==> config.mk <==
export PLATFORM = sky130hd
export DESIGN_NAME = rr_grant_ctrl8
export DESIGN_NICKNAME = d
export VERILOG_FILES = /design/src/rtl/rr_pkg.sv /design/src/rtl/rr_grant_ctrl8_enc.sv /design/src/rtl/rr_grant_ctrl8.sv
export SDC_FILE = /design/constraint.sdc
export NUM_CORES = 1
export LEC_CHECK = 0
export CAP_MARGIN = 20
export CORE_MARGIN = 2
export CORE_UTILIZATION = 57
export CTS_CLUSTER_DIAMETER = 200
export CTS_CLUSTER_SIZE = 10
export DETAILED_ROUTE_END_ITERATION = 12
export PLACE_DENSITY = 0.81
export SLEW_MARGIN = 5
export SYNTH_ARGS = -nofsm -noshare
export SYNTH_HDL_FRONTEND = slang
export SYNTH_SLANG_ARGS = --single-unit
==> constraint.sdc <==
create_clock -name clk -period 6.3 [get_ports clk]
set_input_delay 1.26 -clock clk [delete_from_list [all_inputs] [get_ports clk]]
set_output_delay 1.26 -clock clk [all_outputs]
set_load 0.005 [all_outputs]
==> src/rtl/rr_pkg.sv <==
// Shared constants, state encoding and pointer helper for the 8-way round-robin grant controller.
package rr_pkg;

    localparam int N    = 8;
    localparam int IDXW = 3;

    typedef enum logic {IDLE, BUSY} state_t;

    // Pointer advance relies on the 3-bit wrap so that 7 rolls over to 0.
    function automatic logic [IDXW-1:0] next_ptr(input logic [IDXW-1:0] idx);
        return idx + IDXW'(1);
    endfunction

endpackage

==> src/rtl/rr_grant_ctrl8_enc.sv <==
// 8-to-3 one-hot encoder; an all-zero input encodes to index 0.
module onehot_enc8
    import rr_pkg::*;
(
    input  logic [N-1:0]    oh,
    output logic [IDXW-1:0] idx
);

    always_comb begin
        idx = '0;
        for (int i = 0; i < N; i++) begin
            if (oh[i]) begin
                idx = idx | IDXW'(i);
            end
        end
    end

endmodule

==> src/rtl/rr_grant_ctrl8.sv <==
// Round-robin grant controller for 8 requesters with registered one-hot grant
// and an optional hold timeout that revokes a grant held too long.
module rr_grant_ctrl8
    import rr_pkg::*;
#(
    parameter int MAX_HOLD = 16,
    parameter int CW       = 5
) (
    input  logic            clk,
    input  logic            rst_n,
    input  logic [N-1:0]    req,
    input  logic            rel,
    output logic [N-1:0]    grant,
    output logic [IDXW-1:0] grant_idx,
    output logic            grant_valid,
    output logic            timeout
);

    state_t          state, state_n;
    logic [IDXW-1:0] ptr, ptr_n;
    logic [N-1:0]    grant_r, grant_n;
    logic [CW-1:0]   hold_cnt, hold_n;
    logic            timeout_r, timeout_n;

    logic [IDXW-1:0] search_ptr;
    logic [IDXW-1:0] cand;
    logic [IDXW-1:0] win_idx;
    logic            found;
    logic            owner_req;
    logic            timeout_hit;
    logic            end_evt;

    onehot_enc8 u_enc (
        .oh  (grant_r),
        .idx (grant_idx)
    );

    assign grant       = grant_r;
    assign grant_valid = |grant_r;
    assign timeout     = timeout_r;

    assign owner_req   = req[grant_idx];
    assign timeout_hit = (MAX_HOLD != 0) && (hold_cnt == CW'(MAX_HOLD));
    assign end_evt     = rel || !owner_req || timeout_hit;

    // On a release the search starts just past the owner, so the owner ends up last in line.
    assign search_ptr = (state == BUSY) ? next_ptr(grant_idx) : ptr;

    always_comb begin
        found   = 1'b0;
        win_idx = '0;
        cand    = '0;
        for (int i = 0; i < N; i++) begin
            cand = search_ptr + IDXW'(i);
            if (!found && req[cand]) begin
                found   = 1'b1;
                win_idx = cand;
            end
        end
    end

    always_comb begin
        state_n   = state;
        ptr_n     = ptr;
        grant_n   = grant_r;
        hold_n    = hold_cnt;
        timeout_n = 1'b0;
        case (state)
            IDLE: begin
                grant_n = '0;
                hold_n  = '0;
                if (found) begin
                    grant_n = N'(1) << win_idx;
                    hold_n  = CW'(1);
                    state_n = BUSY;
                end
            end
            BUSY: begin
                if (end_evt) begin
                    ptr_n     = search_ptr;
                    // A voluntary release or request drop in the same cycle wins over the timeout.
                    timeout_n = timeout_hit && !rel && owner_req;
                    if (found) begin
                        grant_n = N'(1) << win_idx;
                        hold_n  = CW'(1);
                    end else begin
                        grant_n = '0;
                        hold_n  = '0;
                        state_n = IDLE;
                    end
                end else if (hold_cnt != {CW{1'b1}}) begin
                    hold_n = hold_cnt + CW'(1);
                end
            end
            default: begin
                state_n = IDLE;
                grant_n = '0;
                hold_n  = '0;
            end
        endcase
    end

    always_ff @(posedge clk) begin
        if (!rst_n) begin
            state     <= IDLE;
            ptr       <= '0;
            grant_r   <= '0;
            hold_cnt  <= '0;
            timeout_r <= 1'b0;
        end else begin
            state     <= state_n;
            ptr       <= ptr_n;
            grant_r   <= grant_n;
            hold_cnt  <= hold_n;
            timeout_r <= timeout_n;
        end
    end

endmodule

**Word level (Yosys, flattened, before mapping)**

Index checks and enable logic that the tools add are counted.
Widths: inputs -> output; s select.

- Word-level logic and storage cells: 104
- Register bits: 18
- Input port bits: 11

- Reductions and logical operators: 23
- Mux-type cells: 52
- $lt $le $gt $ge: 9
- Eq/ne operators: 4
- Bitwise gates (word level): 1
- $add $sub $neg: 9
- Shifts and indexed selects: 1

Operators by type and width:

| operator | number |
|---|---|
| $mux 3 | 13 |
| $lt 3x4->1 const B | 9 |
| $bmux 1 s3 | 9 |
| $mux 1 | 21 |
| $mux 8 | 2 |
| $pmux 8 s2 | 1 |
| $add 3x3->3 const B | 4 |
| $mux 5 | 2 |
| $pmux 5 s2 | 1 |
| $logic_and 1x1->1 | 9 |
| $logic_not 1->1 | 9 |
| $reduce_or 8->1 | 1 |
| $shl 1x3->8 const A | 1 |
| $add 3x1->3 const B | 2 |
| $add 3x2->3 const B | 2 |
| $add 5x1->5 const B | 1 |
| $eq 5x5->1 const B | 1 |
| $ne 5x5->1 const B | 1 |
| $mux 2 | 2 |
| $ne 3x1->1 const B | 1 |
| $reduce_and 3->1 | 1 |
| $logic_or 1x1->1 | 2 |
| $ne 2x1->1 const B | 1 |
| $pmux 1 s2 | 1 |
| other kinds (2) | 2 |

**Depth between registers and ports, before layout**

Gate-level depths: netlist of the first run.

- Depth after elaboration: 37
- Gate-level depth with buffers: 15
- Gate-level depth less buffers: 14

**Hierarchy**

A second synthesis of the first run with hierarchy kept.

- Cells, all modules: 237
- Area, all modules: 1,914.3 sq um

Modules (own cells, without submodules):

| module | instances | cells each | area each (sq um) | seq. area each (sq um) |
|---|---|---|---|---|
| rr_grant_ctrl8 | 1 | 234 | 1,891.8 | 360.3 |
| onehot_enc8 | 1 | 3 | 22.5 | 0.0 |

**Worst setup path after synthesis of the first run**

OpenSTA, ideal clock, no wires.

- Path type: reg-to-reg
- Start point: register grant_r[7] (netlist: grant[7])
- End point: register grant_r[3] (netlist: grant[3])
- Path buffers: 1
- Library setup time: 0.117 ns
- Period minus slack after synthesis: 4.663 ns
- Data arrival time: 4.546 ns
- Cell stages (with the launch flop): 15
- Setup slack: 1.637 ns
- Required time: 6.183 ns
- Path through: dfxtp_1 > nor4_1 > inv_1 > ha_1 > mux2i_4 > ha_1 > buf_1 > mux2i_1 > mux2i_1 > or2_1 > mux4_2 > or3_4 > nor2_4 > o32ai_2 > a32o_1

- Cells in the longest elaborated chain, start to end: 31
- Elaborated cells on any way between the ends: 66
- Those cells by class: add/sub: 8; eq/ne: 1; shift: 1; mux: 39; reduce/logical: 17

RTL lines:

| what | RTL line | source |
|---|---|---|
| start: declaration | rr_grant_ctrl8.sv:21 | `logic [N-1:0] grant_r, grant_n;` |
| start signal: assignment | rr_grant_ctrl8.sv:113 | `grant_r <= grant_n;` |
| $mux 3 * | rr_grant_ctrl8_enc.sv:12 | `if (oh[i]) begin` |
| named net grant_idx[1] | rr_grant_ctrl8.sv:14 | `output logic [IDXW-1:0] grant_idx,` |
| parallel branches: the longest is 30 deep, another holds $add 3x1->3 | -- |  |

Mark *: on every way through the listed nets, which the timed path passes. The select of a mux whose other input is x is not followed.
A chain may end at the register's enable or synchronous reset.

**Worst setup path after layout of the first run**

- Start point: register grant_r[7] (netlist: grant[7])
- End point: register grant_r[0] (netlist: grant[0])

- Cells in the longest elaborated chain, start to end: 31
- Elaborated cells on any way between the ends: 66
- Those cells by class: add/sub: 8; eq/ne: 1; shift: 1; mux: 39; reduce/logical: 17

RTL lines:

| what | RTL line |
|---|---|
| $mux 3 * | rr_grant_ctrl8_enc.sv:12 |
| parallel branches: the longest is 30 deep, another holds $add 3x1->3 | -- |

Mark *: on every way between the ends. The select of a mux whose other input is x is not followed.

==> flow_metrics.env, run 1 <==
export IMPL_status="finished clean"
export IMPL_overflow=0
export IMPL_final_max_slew_viol_count=0
export IMPL_synth_edff_count=0
export IMPL_cts_setup_buffers=0
export IMPL_drc=0
export IMPL_wl_per_cell_um=17.3
export IMPL_die_h_um=63.8
export IMPL_slowest_delay_ns=0.54
export IMPL_yosysSeqAreaShare_pct=17.7
export IMPL_vias_per_cell=6.54
export IMPL_clk_pin_slew_worst_paths_ns=0.11
export IMPL_dr_total_vias=1942
export IMPL_row_count=21
export IMPL_grt_pass1_wl_mm=8.81
export IMPL_startpoint_type="flip-flop"
export IMPL_cts_sinks=18
export IMPL_grt_pass1_vias=1871
export IMPL_clk_latency_ns=0.29
export IMPL_dp_slack_ns=1.81
export IMPL_io_pins=24
export IMPL_cts_tree="done"
export IMPL_timing_fmax_mhz=219
export IMPL_cp_num_buf_inv=1
export IMPL_synth_area_mm2=0.00204
export IMPL_ant_nets=0
export IMPL_worst_setup_path_type="reg -> reg"
export IMPL_firstDrtPassIters=5
export IMPL_finalHoldViolations=0
export IMPL_portBuffers=23
export IMPL_crit_arrival_ns=4.74
export IMPL_die_x_um=63.8
export IMPL_rsz0062_at_grt="false"
export IMPL_ys_types=58
export IMPL_clockBufferDepth=2
export IMPL_min_period_over_period_pct=72.3
export IMPL_crit_chain="nor4_4 > inv_1 > ha_1 > mux2i_4 > ha_1 > mux2i_1 > mux2i_1 > or2_1 > mux4_2 > or3_4 > nor2_4 > o32ai_2 > a32o_1"
export IMPL_cts_made_buffers=3
export IMPL_crit_path_max_fanout=9
export IMPL_htreeDepth=1
export IMPL_synthFlopType="dfxtp_1"
export IMPL_cp_data_required_time_ns=6.48
export IMPL_cp_top_family="multiplexers"
export IMPL_cp_end_kind="flip-flop"
export IMPL_area_delta_synth_final_pct=15.2
export IMPL_syn_nets=246
export IMPL_ctsResizeCount=0
export IMPL_gp_congestion=0.984
export IMPL_hold_class="reg -> reg"
export IMPL_drt_total_wl_mm=5.14
export IMPL_worstMarginPinSlew_ns=0.772
export IMPL_cap_violations=0
export IMPL_grt_antenna_before_repair=0
export IMPL_cts_hold_buffers=0
export IMPL_place_inst=293
export IMPL_drt_iter0_drc=230
export IMPL_track_usage_pct=26.8
export IMPL_grt_max_degree=15
export IMPL_core_area_mm2=0.00339
export IMPL_period_needed_ns=4.56
export IMPL_dieArea_mm2=0.00407
export IMPL_syn_instance_count=229
export IMPL_syn_area_per_cell_um2=8.90
export IMPL_maxSlewHeadroom_pct=48.1
export IMPL_yosysWarnings=0
export IMPL_setup_ws_ns=1.74
export IMPL_fin_cells=297
export IMPL_diodes=0
export IMPL_cts_root_buf="clkbuf_4"
export IMPL_fin_skew_ns=0.0106
export IMPL_initial_utilization_pct=60.1
export IMPL_setup_violations=0
export IMPL_ys_seq_elements=18
export IMPL_postSynth_asyncResetShare_pct=0
export IMPL_nets=269
export IMPL_drive_above_1_share_pct=14.3
export IMPL_hpwl_mm=4.07
export IMPL_cp_slowest_cell="mux4_2"
export IMPL_tns_ns=0
layout make-up:
cell class,instances,area [um2]
Clock buffer,4,36.3
Fill cell,264,1040
Inverter,10,40.0
Multi-Input combinational cell,194,1610
Sequential cell,18,360
Tap cell,46,57.6
Timing Repair Buffer,25,245
layout by cell type (no fill, tap or decap), types with 4 or more instances in the layout:
master | synthesis | final
a211oi_1 | 6 | 6
a21oi_1 | 7 | 7
a32o_1 | 8 | 8
clkdlybuf4s50_1 | 0 | 23
dfxtp_1 | 18 | 18
ha_1 | 6 | 6
inv_1 | 7 | 7
mux2_2 | 6 | 6
mux2i_1 | 29 | 29
mux4_2 | 5 | 5
nand2_1 | 21 | 21
nand2b_1 | 5 | 5
nand3_1 | 6 | 6
nand4_1 | 6 | 6
nor2_1 | 19 | 19
nor2b_1 | 9 | 9
nor3_1 | 6 | 6
nor4_1 | 4 | 4
cells in the mapped netlist, types with 2 or more instances:
library cell | number | area, um2
mux4_2 | 5 | 113
nand2b_1 | 5 | 31.3
buf_2 | 2 | 10.0
nor2b_1 | 9 | 56.3
nand3_1 | 6 | 30.0
o2111a_1 | 2 | 22.5
ha_1 | 6 | 75.1
mux2i_2 | 2 | 27.5
o221ai_1 | 2 | 17.5
a32o_1 | 8 | 80.1
dfxtp_1 | 18 | 360
xnor2_1 | 2 | 17.5
buf_1 | 3 | 11.3
inv_1 | 7 | 26.3
xor2_1 | 3 | 26.3
mux2i_1 | 29 | 290
mux2i_4 | 3 | 67.6
nor2_1 | 19 | 71.3
nor2_4 | 2 | 22.5
nor4_1 | 4 | 25.0
a211oi_1 | 6 | 45.0
nand2_1 | 21 | 78.8
nor3_1 | 6 | 30.0
clkbuf_1 | 2 | 7.51
mux2_2 | 6 | 67.6
o21ai_0 | 3 | 15.0
inv_2 | 2 | 7.51
a21oi_1 | 7 | 35.0
o211ai_1 | 3 | 22.5
and2_1 | 3 | 18.8
nand4_1 | 6 | 37.5
flip-flops by register name (all words and copies together), names as in the netlist:
signal and cells:
timeout 1, state 1, hold_cnt 5, grant 8, ptr 3
per-layer routing:
| layer | wire [um] | share of wire (%) | vias up | global-route usage, % |
|---|---|---|---|---|
| met4 | 148 | 2.9 | 0 | 9.24 |
| met3 | 285 | 5.5 | 20 | 3.70 |
| li1 | - | - | 919 | - |
| met2 | 2440 | 47 | 80 | 44.9 |
| met1 | 2270 | 44 | 923 | 35.3 |
| met5 | 0 | 0 | - | 0 |
path summary, 6_finish.rpt:
path	start	slack [ns]	depth (start not counted)	endpoint
max reg2reg	grant[7]	1.74	13	grant[0]
max	grant[7]	1.74	13	grant[0]
min	ptr[0]	0.53	2	ptr[0]
min reg2reg	ptr[0]	0.53	2	ptr[0]
logic make-up after synthesis:
group,after synthesis,share of synthesized area [%]
fa+ha+maj,6,3.68
flops,18,17.7
compound gates,44,19.0
xor+xnor,6,3.25
mux,46,28.3
buf+inv,17,3.38
simple gates,92,24.7
metrics by stage:
stage	hold WS (ns)	utilization, %	instance area [um2]
floorplan	0.476	-	2040
global placement	0.494	68.2	2310
detailed placement	0.508	68.2	2310
CTS	0.537	69.3	2350
global route	0.565	69.3	2350
finish	0.530	69.3	2350
tightest hold or removal path, delay by kind of cell (launching register included):
family	cells	cell delay [ns]
AOI/OAI and AO/OA	1	0.07
DFF	1	0.34
and+or+nand+nor	1	0.09
Power of run 1 is not shown: default switching activity piles up to over one toggle a cycle in this logic, so the estimate is an artifact.
==> run 2: changes to the inputs <==
Settings changed: CORE_UTILIZATION 57 to 51, PLACE_DENSITY 0.81 to 0.77.
Clock period 6.3 ns to 3.9 ns, I/O delays scaled along.
==> flow_metrics.env, run 2 (synthesis results as in run 1) <==
export IMPL_setup_violations=0
export IMPL_drt_total_wl_mm=5.41
export IMPL_portBuffers=23
export IMPL_worstReg2RegEnd="grant[1]"
export IMPL_firstDrtPassIters=5
export IMPL_crit_arrival_ns=3.90
export IMPL_period_needed_ns=3.75
export IMPL_row_count=22
export IMPL_cts_sinks=18
export IMPL_core_area_mm2=0.00374
export IMPL_clockBufferDepth=2
export IMPL_grt_busiest_layer="met2"
export IMPL_drc=0
export IMPL_startpoint_type="flip-flop"
export IMPL_largest_reg_flops=8
export IMPL_min_to="grant[0]"
export IMPL_cts_made_buffers=3
export IMPL_hpwl_mm=4.27
export IMPL_grt_pass1_wl_mm=8.55
export IMPL_use_met2_pct=42.1
export IMPL_status="finished clean"
export IMPL_wl_per_cell_um=16.8
export IMPL_cp_data_required_time_ns=4.05
export IMPL_htreeDepth=1
export IMPL_use_met3_pct=4.50
export IMPL_crit_start="grant[3]"
export IMPL_timing_fmax_mhz=266
export IMPL_worst_setup_path_type="reg -> reg"
export IMPL_final_max_slew_viol_count=0
export IMPL_hold_class="reg -> reg"
export IMPL_finalHoldViolations=0
export IMPL_die_h_um=67.2
export IMPL_grt_antenna_before_repair=0
export IMPL_final_cell_mix="buf_4 (24), clkdlybuf4s50_1 (23), mux2i_1 (22)"
export IMPL_io_pins=24
export IMPL_clk_latency_ns=0.26
export IMPL_r2r_slack_ns=0.15
export IMPL_drive_above_1_share_pct=28.1
export IMPL_cp_end_kind="flip-flop"
export IMPL_drt_iter0_drc=120
export IMPL_overflow=0
export IMPL_nets=292
export IMPL_initial_utilization_pct=54.4
export IMPL_vias_per_cell=6.24
export IMPL_maxSlewHeadroom_pct=58.9
export IMPL_dieArea_mm2=0.00452
export IMPL_cp_slowest_cell="mux4_2"
export IMPL_gp_congestion=0.981
export IMPL_cts_tree="done"
export IMPL_grt_max_degree=14
export IMPL_clk_pin_slew_worst_paths_ns=0.07
export IMPL_dr_total_vias=2008
export IMPL_ant_nets=0
export IMPL_diodes=0
export IMPL_dp_slack_ns=0.0467
export IMPL_track_usage_pct=24.8
export IMPL_crit_path_max_fanout=7
export IMPL_cp_top_family="multiplexers"
export IMPL_reg2reg_depth=14
export IMPL_cp_num_buf_inv=3
export IMPL_grt_pass1_vias=1841
export IMPL_holdPathStages=1
export IMPL_layout_commonest_cell="buf_4"
export IMPL_crit_chain="nor4_4 > inv_2 > ha_4 > mux2i_4 > buf_6 > inv_4 > mux2i_2 > mux2i_2 > or2_1 > mux4_2 > o211ai_1 > o2111ai_1 > and2_1 > a32o_1"
export IMPL_rr_startpoint="grant[3]"
export IMPL_area_delta_synth_final_pct=30.6
export IMPL_setup_ws_ns=0.147
export IMPL_fillers=308
export IMPL_die_x_um=67.2
export IMPL_worstMarginPinSlew_ns=0.610
export IMPL_cts_root_buf="clkbuf_8"
export IMPL_worstHoldStart="grant[0]"
export IMPL_fin_skew_ns=0.00565
export IMPL_min_period_over_period_pct=96.2
export IMPL_cp_common_cell="mux2i_2"
export IMPL_slowest_delay_ns=0.54
export IMPL_grt_util_met1_pct=33.2
export IMPL_cap_violations=0
export IMPL_crit_cells=14
run 2: worst max-delay path by stage:
stage | end | slack (ns)
after floorplan | grant[3] | 0.005
after global placement | grant[2] | 0.09
after detailed placement | grant[2] | 0.05
after CTS | grant[2] | 0.03
after global routing | grant[2] | -0.02
final | grant[1] | 0.15
run 2: cell type report:
cell class	instances	area, um2	area share, %
Timing Repair Buffer	48	422	15.8
Clock buffer	4	55.1	2.07
Sequential cell	18	365	13.7
Tap cell	48	60.1	2.26
Multi-Input combinational cell	194	1720	64.6
Inverter	10	40.0	1.50
run 2: timing repair:
item	4_1_cts	5_1_grt
endpoints found under the setup margin	0	8
buffers inserted	0	6
hold buffers	0	0
resized for setup	0	10
run 2: metal layers:
metal	vias up	part of all wire, %	wire length (um)
li1	968	-	-
met1	957	45	2450
met2	81	48	2620
met3	2	6.0	327
met4	0	0.28	15
met5	-	0	0
run 2: metrics by stage:
stage                     utilization, %  TNS [ns]  hold slack [ns]  std cells  instance area [um2]
final                               71.1         0            0.503        322                 2660
after CTS                           68.6         0            0.513        316                 2570
after global placement              67.1         0            0.481        312                 2510
after global routing                71.1   -0.0277            0.527        322                 2660
after detailed placement            67.1         0            0.496        312                 2510
after floorplan                        -         0            0.476        229                 2120
Power of run 2 is left out for the same reason.
